[src/rtl/snake_score_keeper_if.sv]
// ---------------------------------------------------------------------------
// snake_score_keeper_if
// Groups the game-event pulses, the display selector and the score outputs
// of snake_score_keeper into one bundle.
//   master : game logic / testbench side (drives the event pulses and the
//            high-score selector, observes the score outputs)
//   slave  : snake_score_keeper side
// Signals:
//   i_NewGame   - 1-cycle pulse, start or restart a game
//   i_FoodEaten - 1-cycle pulse, snake ate food
//   i_GameOver  - 1-cycle pulse, collision / game end
//   i_ShowHigh  - level, 1 shows the high score on o_Score
//   o_Score     - registered display value for the scoreboard
//   o_HighScore - registered session high score
//   o_Playing   - high while a game is running
//   o_NewHigh   - last finished game beat the previous high score
//   o_Streak    - current streak level (0 without the streak feature)
// ---------------------------------------------------------------------------
interface snake_score_keeper_if #(
  parameter int SCORE_WIDTH = 14
);
  logic                   i_NewGame;
  logic                   i_FoodEaten;
  logic                   i_GameOver;
  logic                   i_ShowHigh;
  logic [SCORE_WIDTH-1:0] o_Score;
  logic [SCORE_WIDTH-1:0] o_HighScore;
  logic                   o_Playing;
  logic                   o_NewHigh;
  logic [2:0]             o_Streak;

  modport master (
    output i_NewGame, i_FoodEaten, i_GameOver, i_ShowHigh,
    input  o_Score, o_HighScore, o_Playing, o_NewHigh, o_Streak
  );

  modport slave (
    input  i_NewGame, i_FoodEaten, i_GameOver, i_ShowHigh,
    output o_Score, o_HighScore, o_Playing, o_NewHigh, o_Streak
  );
endinterface

[src/rtl/snake_score_keeper.sv]
// ---------------------------------------------------------------------------
// snake_score_keeper
// Tracks the snake game lifecycle (idle / play / over), accumulates points on
// food pulses with saturation at SCORE_MAX, keeps a session high score and
// selects current or high score for the four-digit scoreboard.
// Ports:
//   i_Clk   - system clock, rising edge
//   i_Reset - synchronous active-high reset (clears the high score too)
//   bus     - snake_score_keeper_if.slave (event pulses in, scores out)
// Optional feature: define SNAKE_SCORE_STREAK_EN to enable the food streak
// multiplier (points = POINTS_PER_FOOD * (1 + streak)). Without it there is
// no streak timer and o_Streak is constant 0.
// ---------------------------------------------------------------------------
module snake_score_keeper #(
  parameter int SCORE_WIDTH     = 14,
  parameter int SCORE_MAX       = 9999,
  parameter int POINTS_PER_FOOD = 1,
  parameter int STREAK_WINDOW   = 50000000,
  parameter int STREAK_MAX      = 4,
  parameter int TIMER_WIDTH     = 26
) (
  input logic                i_Clk,
  input logic                i_Reset,
  snake_score_keeper_if.slave bus
);

  typedef enum logic [1:0] {
    S_IDLE = 2'd0,
    S_PLAY = 2'd1,
    S_OVER = 2'd2
  } state_t;

  localparam logic [SCORE_WIDTH:0]   SCORE_MAX_WIDE = (SCORE_WIDTH+1)'(SCORE_MAX);
  localparam logic [SCORE_WIDTH-1:0] SCORE_MAX_VAL  = SCORE_WIDTH'(SCORE_MAX);

  state_t                 state_r;
  state_t                 next_state_s;
  logic [SCORE_WIDTH-1:0] score_r;
  logic [SCORE_WIDTH-1:0] high_r;
  logic                   new_high_r;
  logic                   playing_r;
  logic [SCORE_WIDTH-1:0] display_r;
  logic [2:0]             streak_out_r;

  logic                   new_game_s;
  logic                   game_over_s;
  logic                   food_s;
  logic [SCORE_WIDTH:0]   pts_s;
  logic [SCORE_WIDTH:0]   sum_s;
  logic [2:0]             streak_next_s;
  logic [SCORE_WIDTH-1:0] score_next_s;
  logic [SCORE_WIDTH-1:0] high_next_s;
  logic                   new_high_next_s;
  logic                   playing_next_s;
  logic [SCORE_WIDTH-1:0] display_next_s;

  // Accepted events after priority NewGame > GameOver > FoodEaten; game-over
  // and food only count while playing.
  assign new_game_s  = bus.i_NewGame;
  assign game_over_s = (state_r == S_PLAY) && bus.i_GameOver && !bus.i_NewGame;
  assign food_s      = (state_r == S_PLAY) && bus.i_FoodEaten && !bus.i_GameOver
                       && !bus.i_NewGame;

`ifdef SNAKE_SCORE_STREAK_EN
  localparam logic [2:0]             STREAK_MAX_VAL = 3'(STREAK_MAX);
  localparam logic [TIMER_WIDTH-1:0] TIMER_RELOAD   = TIMER_WIDTH'(STREAK_WINDOW - 1);

  logic [TIMER_WIDTH-1:0] timer_r;
  logic [TIMER_WIDTH-1:0] timer_next_s;
  logic [2:0]             streak_r;

  // Streak timer/level: food inside the window raises the streak, window
  // expiry drops it; both hold outside play and on the game-over cycle.
  always_comb begin
    timer_next_s  = timer_r;
    streak_next_s = streak_r;
    if (new_game_s) begin
      timer_next_s  = {TIMER_WIDTH{1'b0}};
      streak_next_s = 3'd0;
    end else if (food_s) begin
      if (timer_r != {TIMER_WIDTH{1'b0}}) begin
        streak_next_s = (streak_r >= STREAK_MAX_VAL) ? STREAK_MAX_VAL : streak_r + 3'd1;
      end else begin
        streak_next_s = 3'd0;
      end
      timer_next_s = TIMER_RELOAD;
    end else if ((state_r == S_PLAY) && !game_over_s && (timer_r != {TIMER_WIDTH{1'b0}})) begin
      timer_next_s = timer_r - TIMER_WIDTH'(1);
      if (timer_r == TIMER_WIDTH'(1)) begin
        streak_next_s = 3'd0;
      end else begin
        streak_next_s = streak_r;
      end
    end else begin
      timer_next_s  = timer_r;
      streak_next_s = streak_r;
    end
  end

  // Streak timer and level registers.
  always_ff @(posedge i_Clk) begin
    if (i_Reset) begin
      timer_r  <= {TIMER_WIDTH{1'b0}};
      streak_r <= 3'd0;
    end else begin
      timer_r  <= timer_next_s;
      streak_r <= streak_next_s;
    end
  end

  // Points use the streak value after this cycle's update.
  assign pts_s = (SCORE_WIDTH+1)'(POINTS_PER_FOOD * (int'(streak_next_s) + 1));
`else
  assign streak_next_s = 3'd0;
  assign pts_s         = (SCORE_WIDTH+1)'(POINTS_PER_FOOD);
`endif

  // Widened by one bit so the add cannot wrap before the saturation compare.
  assign sum_s = {1'b0, score_r} + pts_s;

  // FSM state register.
  always_ff @(posedge i_Clk) begin
    if (i_Reset) begin
      state_r <= S_IDLE;
    end else begin
      state_r <= next_state_s;
    end
  end

  // FSM next-state logic.
  always_comb begin
    next_state_s = state_r;
    case (state_r)
      S_IDLE: begin
        if (new_game_s) next_state_s = S_PLAY;
        else            next_state_s = S_IDLE;
      end
      S_PLAY: begin
        if (new_game_s)       next_state_s = S_PLAY;
        else if (game_over_s) next_state_s = S_OVER;
        else                  next_state_s = S_PLAY;
      end
      S_OVER: begin
        if (new_game_s) next_state_s = S_PLAY;
        else            next_state_s = S_OVER;
      end
      default: next_state_s = S_IDLE;
    endcase
  end

  // FSM output logic: next values of score, high score, flags and display.
  always_comb begin
    score_next_s    = score_r;
    high_next_s     = high_r;
    new_high_next_s = new_high_r;
    if (new_game_s) begin
      score_next_s    = {SCORE_WIDTH{1'b0}};
      new_high_next_s = 1'b0;
    end else if (game_over_s) begin
      if (score_r > high_r) begin
        high_next_s     = score_r;
        new_high_next_s = 1'b1;
      end else begin
        new_high_next_s = 1'b0;
      end
    end else if (food_s) begin
      if (sum_s > SCORE_MAX_WIDE) score_next_s = SCORE_MAX_VAL;
      else                        score_next_s = sum_s[SCORE_WIDTH-1:0];
    end else begin
      score_next_s = score_r;
    end
    playing_next_s = (next_state_s == S_PLAY);
    display_next_s = bus.i_ShowHigh ? high_next_s : score_next_s;
  end

  // Score, high score and output registers.
  always_ff @(posedge i_Clk) begin
    if (i_Reset) begin
      score_r      <= {SCORE_WIDTH{1'b0}};
      high_r       <= {SCORE_WIDTH{1'b0}};
      new_high_r   <= 1'b0;
      playing_r    <= 1'b0;
      display_r    <= {SCORE_WIDTH{1'b0}};
      streak_out_r <= 3'd0;
    end else begin
      score_r      <= score_next_s;
      high_r       <= high_next_s;
      new_high_r   <= new_high_next_s;
      playing_r    <= playing_next_s;
      display_r    <= display_next_s;
      streak_out_r <= streak_next_s;
    end
  end

  assign bus.o_Score     = display_r;
  assign bus.o_HighScore = high_r;
  assign bus.o_Playing   = playing_r;
  assign bus.o_NewHigh   = new_high_r;
  assign bus.o_Streak    = streak_out_r;

endmodule

[src/flat_wrapper.sv]
// flat-port wrapper written by rule: the top's interface ports become plain ports
module snake_score_keeper_flat 
#(
  parameter int SCORE_WIDTH     = 14,
  parameter int SCORE_MAX       = 9999,
  parameter int POINTS_PER_FOOD = 1,
  parameter int STREAK_WINDOW   = 50000000,
  parameter int STREAK_MAX      = 4,
  parameter int TIMER_WIDTH     = 26
)
  (i_Clk, i_Reset, bus_i_NewGame, bus_i_FoodEaten, bus_i_GameOver, bus_i_ShowHigh, bus_o_Score, bus_o_HighScore, bus_o_Playing, bus_o_NewHigh, bus_o_Streak);
  snake_score_keeper_if #(.SCORE_WIDTH(SCORE_WIDTH)) bus_i ();
  input logic i_Clk;
  input logic i_Reset;
  input wire logic [$bits(bus_i.i_NewGame)-1:0] bus_i_NewGame;
  input wire logic [$bits(bus_i.i_FoodEaten)-1:0] bus_i_FoodEaten;
  input wire logic [$bits(bus_i.i_GameOver)-1:0] bus_i_GameOver;
  input wire logic [$bits(bus_i.i_ShowHigh)-1:0] bus_i_ShowHigh;
  output wire logic [$bits(bus_i.o_Score)-1:0] bus_o_Score;
  output wire logic [$bits(bus_i.o_HighScore)-1:0] bus_o_HighScore;
  output wire logic [$bits(bus_i.o_Playing)-1:0] bus_o_Playing;
  output wire logic [$bits(bus_i.o_NewHigh)-1:0] bus_o_NewHigh;
  output wire logic [$bits(bus_i.o_Streak)-1:0] bus_o_Streak;
  assign bus_i.i_NewGame = bus_i_NewGame;
  assign bus_i.i_FoodEaten = bus_i_FoodEaten;
  assign bus_i.i_GameOver = bus_i_GameOver;
  assign bus_i.i_ShowHigh = bus_i_ShowHigh;
  assign bus_o_Score = bus_i.o_Score;
  assign bus_o_HighScore = bus_i.o_HighScore;
  assign bus_o_Playing = bus_i.o_Playing;
  assign bus_o_NewHigh = bus_i.o_NewHigh;
  assign bus_o_Streak = bus_i.o_Streak;
  snake_score_keeper #(.SCORE_WIDTH(SCORE_WIDTH), .SCORE_MAX(SCORE_MAX), .POINTS_PER_FOOD(POINTS_PER_FOOD), .STREAK_WINDOW(STREAK_WINDOW), .STREAK_MAX(STREAK_MAX), .TIMER_WIDTH(TIMER_WIDTH)) u_core (.i_Clk(i_Clk), .i_Reset(i_Reset), .bus(bus_i));
endmodule
[config.mk]
export PLATFORM = sky130hd
export DESIGN_NAME = snake_score_keeper_flat
export DESIGN_NICKNAME = d
export VERILOG_FILES = /design/src/rtl/snake_score_keeper_if.sv /design/src/rtl/snake_score_keeper.sv /design/src/flat_wrapper.sv
export SDC_FILE = /design/constraint.sdc
export NUM_CORES = 1
export LEC_CHECK = 0
export ABC_AREA = 1
export BUFFER_PORTS_ARGS = -buffer_cell sky130_fd_sc_hd__buf_4
export CORE_MARGIN = 4
export CORE_UTILIZATION = 52
export DETAILED_ROUTE_END_ITERATION = 6
export GPL_ROUTABILITY_DRIVEN = 0
export GPL_TIMING_DRIVEN = 0
export HOLD_SLACK_MARGIN = 0.05
export MAX_ROUTING_LAYER = met4
export PLACE_DENSITY = 0.79
export SLEW_MARGIN = 20
export SYNTH_ARGS = -nofsm -noshare
export SYNTH_HDL_FRONTEND = slang
export SYNTH_SLANG_ARGS = --single-unit
[constraint.sdc]
create_clock -name i_Clk -period 2.2 [get_ports i_Clk]
set_clock_uncertainty 0.05 [all_clocks]
set_input_delay 0.33 -clock i_Clk [delete_from_list [all_inputs] [get_ports i_Clk]]
set_output_delay 0.33 -clock i_Clk [all_outputs]
set_load 0.01 [all_outputs]
==> results.md <==
Yosys:
- Ranked by total cell area, the synthesized netlist is headed by dfxtp_1, nand2_1, ha_1.
- The share of Yosys cell area claimed by the top area cell type is 0.338.
- The post-synthesis cell type with the largest combined area is dfxtp_1.
- In the synthesized netlist, the number of instances is 414.
- The Yosys warning count is 0.
- The sequential share of the synthesized area is 0.338.
- For this run, the leading register cell type out of synthesis is dfxtp_1.
- Each instance of the synthesized netlist takes up on average 6.58 sq um.
- After synthesis the cells add up to 2720 sq um.
- The number of synthesized register bits is 46.
- The fraction of registers with async set or reset after synthesis is 0.
- The count of unique library cells instantiated by Yosys is 31.
- The count of flip-flops with a built-in enable after synthesis is 0.

Power and ir drop:
- In this run the power spent charging and discharging nets is 0.432 mW.
- The standby leakage power is 1.62 nW.
- The clock group share of total power is 0.343.
- The post-route total power is 1.61 mW.
- The worst-case IR drop observed on VDD is 362 uV.
- The internal portion of the total power is 1.18 mW.
- The share of total power dissipated in sequential elements is 0.533.
- Of the total power, combinational logic draws 0.124.
- In this run the power density over the cells is 457 nW/um^2.
- Of the total power, the share spent switching nets is 0.269.

GRT:
- The wire length of the first global-routing pass is 13100 um.
- The number of global-route vias before repair came to 2865.
- The maximum number of pins on one net before global-route repair is 15.
- The number of antenna violations at the first check in global routing came to 0.
- Global routing finished with a remaining overflow of 0.
- Across every metal layer, demand over resource in global routing totals 0.266.

Clocking:
- The cell at the root of the clock tree is clkbuf_8.
- The clock input transition at the sequential cells of the worst setup and hold paths is 90 ps.
- The clock latency at the later pin of the worst-skew pair is 310 ps.
- TritonCTS built the clock tree.
- The level count of the clock H-tree is 2.
- Clock tree synthesis inserted a total of 5 buffers.
- The TritonCTS sink count is 46.
- No sink is reached through more buffers than the 2 on the longest clock path.

Critical path:
- The worst register-to-register path begins at u_core.score_r[1].
- The endpoint identified for the worst register-to-register timing path is u_core.score_r[2].
- In this run the worst setup path terminates at u_core.score_r[2].
- The launch point of the critical path is u_core.score_r[1].
- The data arrival time at the worst-slack endpoint is 2420 ps.
- Data on the critical path is required at its endpoint by 2310 ps.
- The critical path is of the reg2reg type.
- The worst setup path is captured at a flop.
- STA classifies the critical path startpoint as a flop.
- The worst register-to-register path has a depth of 15.
- The flop-to-flop setup slack is -110 ps.
- The largest fanout of any net on the critical path is 5.

Layout:
- In the final layout, the share of cells above drive strength 1 is 0.278.
- The multi-input combinational cell area is 1700 sq um.
- Fill cells in the final layout number 408.
- The register cell area after layout is 945 sq um.
- In the layout the commonest cells are nand2_1, buf_4, nor2_1, inv_1, nand3_1.
- The number of nets in the layout is 495.
- The synthesis-to-finish area growth is 29.2%.
- The most common cell after layout, fill and taps aside is nand2_1.
- The final non-filler cell total is 544.
- The antenna diode instance count is 0.

Route:
- The total via count in the routed design is 3098.
- The first detailed-routing pass took 6 iterations.
- For this run, design rule violations remaining after detail routing come to 0.
- Summed over all nets, wire length on met3 after detailed routing comes to 882 um.
- The routed design has 8640 um of wire.
- The top routing layer in use is met4.
- The amount of wire on met2 after detailed routing is 3970 um.
- Using the TritonRoute via totals, the vias-per-cell ratio works out to 5.69.
- In the final routed layout, each cell accounts on average for 15.9 um.
- The routed length on met1 is 3460 um.
- The count of nets left with antenna violations after detail routing is 0.
- The initial detailed-routing violation count is 322.

STA:
- The total setup violations reported at the end of the flow is 14.
- The final-report hold violation count is 0.
- At the pin with the least slew margin, the transition time is 677 ps.
- The relative slew slack is 0.549.
- Dividing the final minimum period by the clock period gives 1.05.
- Setup repair after global routing could not meet its margin everywhere.
- The routed design could run at a clock period as short as 2310 ps.
- The count of final max-slew check failures was 0.
- Setup slack on the critical path of the routed design comes to -108 ps.
- The highest clock frequency the design can meet is 0.433 GHz.

Placement:
- The instance count after placement with tap cells included is 519.
- In this run the tool buffered the top-level ports with 33 buffer cells.
- The detailed placer's ending HPWL is 5680 um.

Status:
- The final reports fail on negative setup slack.
- The flow ran to the end, but the final reports show violations.

Job:
- The total of max-cap violations is 0.

Hold path:
- The worst min-delay path class is in2reg.

Die:
- The core footprint is 5110 sq um.
- The I/O pin count is 39.
- The width of the die is 80.4 um.
- From bottom edge to top edge, the die measures 80.4 um.
- The die covers 6460 sq um.
- The placement row count is 26.
- The initial standard-cell utilization of the core is 0.533.
worst min path at each step:
stage	slack [ps]	cells after the start	from	endpoint
floorplan	410	1	u_core.state_r[0]	u_core.bus.o_Playing
global placement	430	1	u_core.state_r[0]	u_core.state_r[0]
detailed placement	450	1	u_core.state_r[0]	u_core.state_r[0]
CTS	250	2	bus_i_NewGame	u_core.bus.o_NewHigh
global route	280	2	bus_i_NewGame	u_core.bus.o_NewHigh
finish	250	2	bus_i_NewGame	u_core.bus.o_NewHigh
power by group through the flow:
stage          clock network [mW]  registers [mW]  logic [mW]
2_1_floorplan                   0           0.885       0.103
6_report                    0.551           0.858       0.199
4_1_cts                     0.546           0.858       0.176
3_5_place_dp                    0           0.880       0.170
5_1_grt                     0.585           0.860       0.216
3_3_place_gp                    0           0.879       0.166
logic make-up (layout without fill, tap and decap cells):
kind of cell | count (synthesis) | in the layout | share of synthesized area
AO/OA/AOI/OAI | 48 | 48 | 0.0960
AND/OR/NAND/NOR | 242 | 243 | 0.391
XOR/XNOR | 2 | 2 | 0.00643
buffers and inverters | 59 | 116 | 0.0937
adder cells (fa/ha/maj) | 16 | 16 | 0.0735
other | 1 | 3 | 0.00138
flip-flops | 46 | 46 | 0.338
worst max-delay path, cell delays in order, from the launching register on:
cell and delay [ps]:
dfxtp_4 400, ha_4 160, nand2_4 70, nor2_4 190, nand4_1 220, nand2_2 160
inv_1 50, nand2_1 60, nor2_2 40, nand3_1 110, nand2_2 90, nand2_4 120
clkbuf_16 160, nand3_1 70, nand3_1 140, nor2_1 80
stage by stage:
stage	hold WS [ps]	setup WS [ps]	utilization	setup TNS, ps	instance area [sq um]
global route	278	-209	0.689	-3330	3520
CTS	249	5.04	0.636	0	3250
finish	250	-108	0.689	-596	3520
detailed placement	445	-514	0.600	-9410	3070
global placement	431	-473	0.600	-7270	3070
floorplan	414	106	-	0	2730
cells in the mapped netlist, drive strengths merged (2+ instances only):
master / number
nand4: 8
o21bai: 3
ha: 16
a21oi: 31
nand3: 43
inv: 40
or2: 2
o21ai: 10
nor2: 59
buf: 8
nor3: 2
xnor2: 2
nand2: 127
clkbuf: 8
clkinv: 3
dfxtp: 46
a211oi: 2
what timing repair did:
item / CTS / global route
pin swaps: 4 / 17
gates resized for setup: 16 / 50
endpoints found under the setup margin: 38 / 32
hold buffers: 0 / 0
cloned: 1 / 2
buffers inserted: 5 / 9
routing by layer:
layer	vias up	GRT usage
met4	0	0.133
met3	41	0.0628
met1	1395	0.323
met2	217	0.413
li1	1445	-
met5	-	-
flip-flops by register name, indices dropped and copies added, names as in the netlist:
signal and flops:
u_core.score_r 14, u_core.bus.o_HighScore 14, u_core.state_r 2, u_core.bus.o_NewHigh 1, u_core.bus.o_Score 14, u_core.bus.o_Playing 1
cell type report:
| cell class | instances | area share |
|---|---|---|
| buffer | 16 | 0.0341 |
| sequential | 46 | 0.268 |
| clock inverter | 2 | 0.00356 |
| inverter | 43 | 0.0466 |
| tap | 70 | 0.0249 |
| multi-input combinational | 312 | 0.484 |
| timing repair buffer | 49 | 0.115 |
| clock buffer | 6 | 0.0235 |
Power figures use the tool's default switching activity.
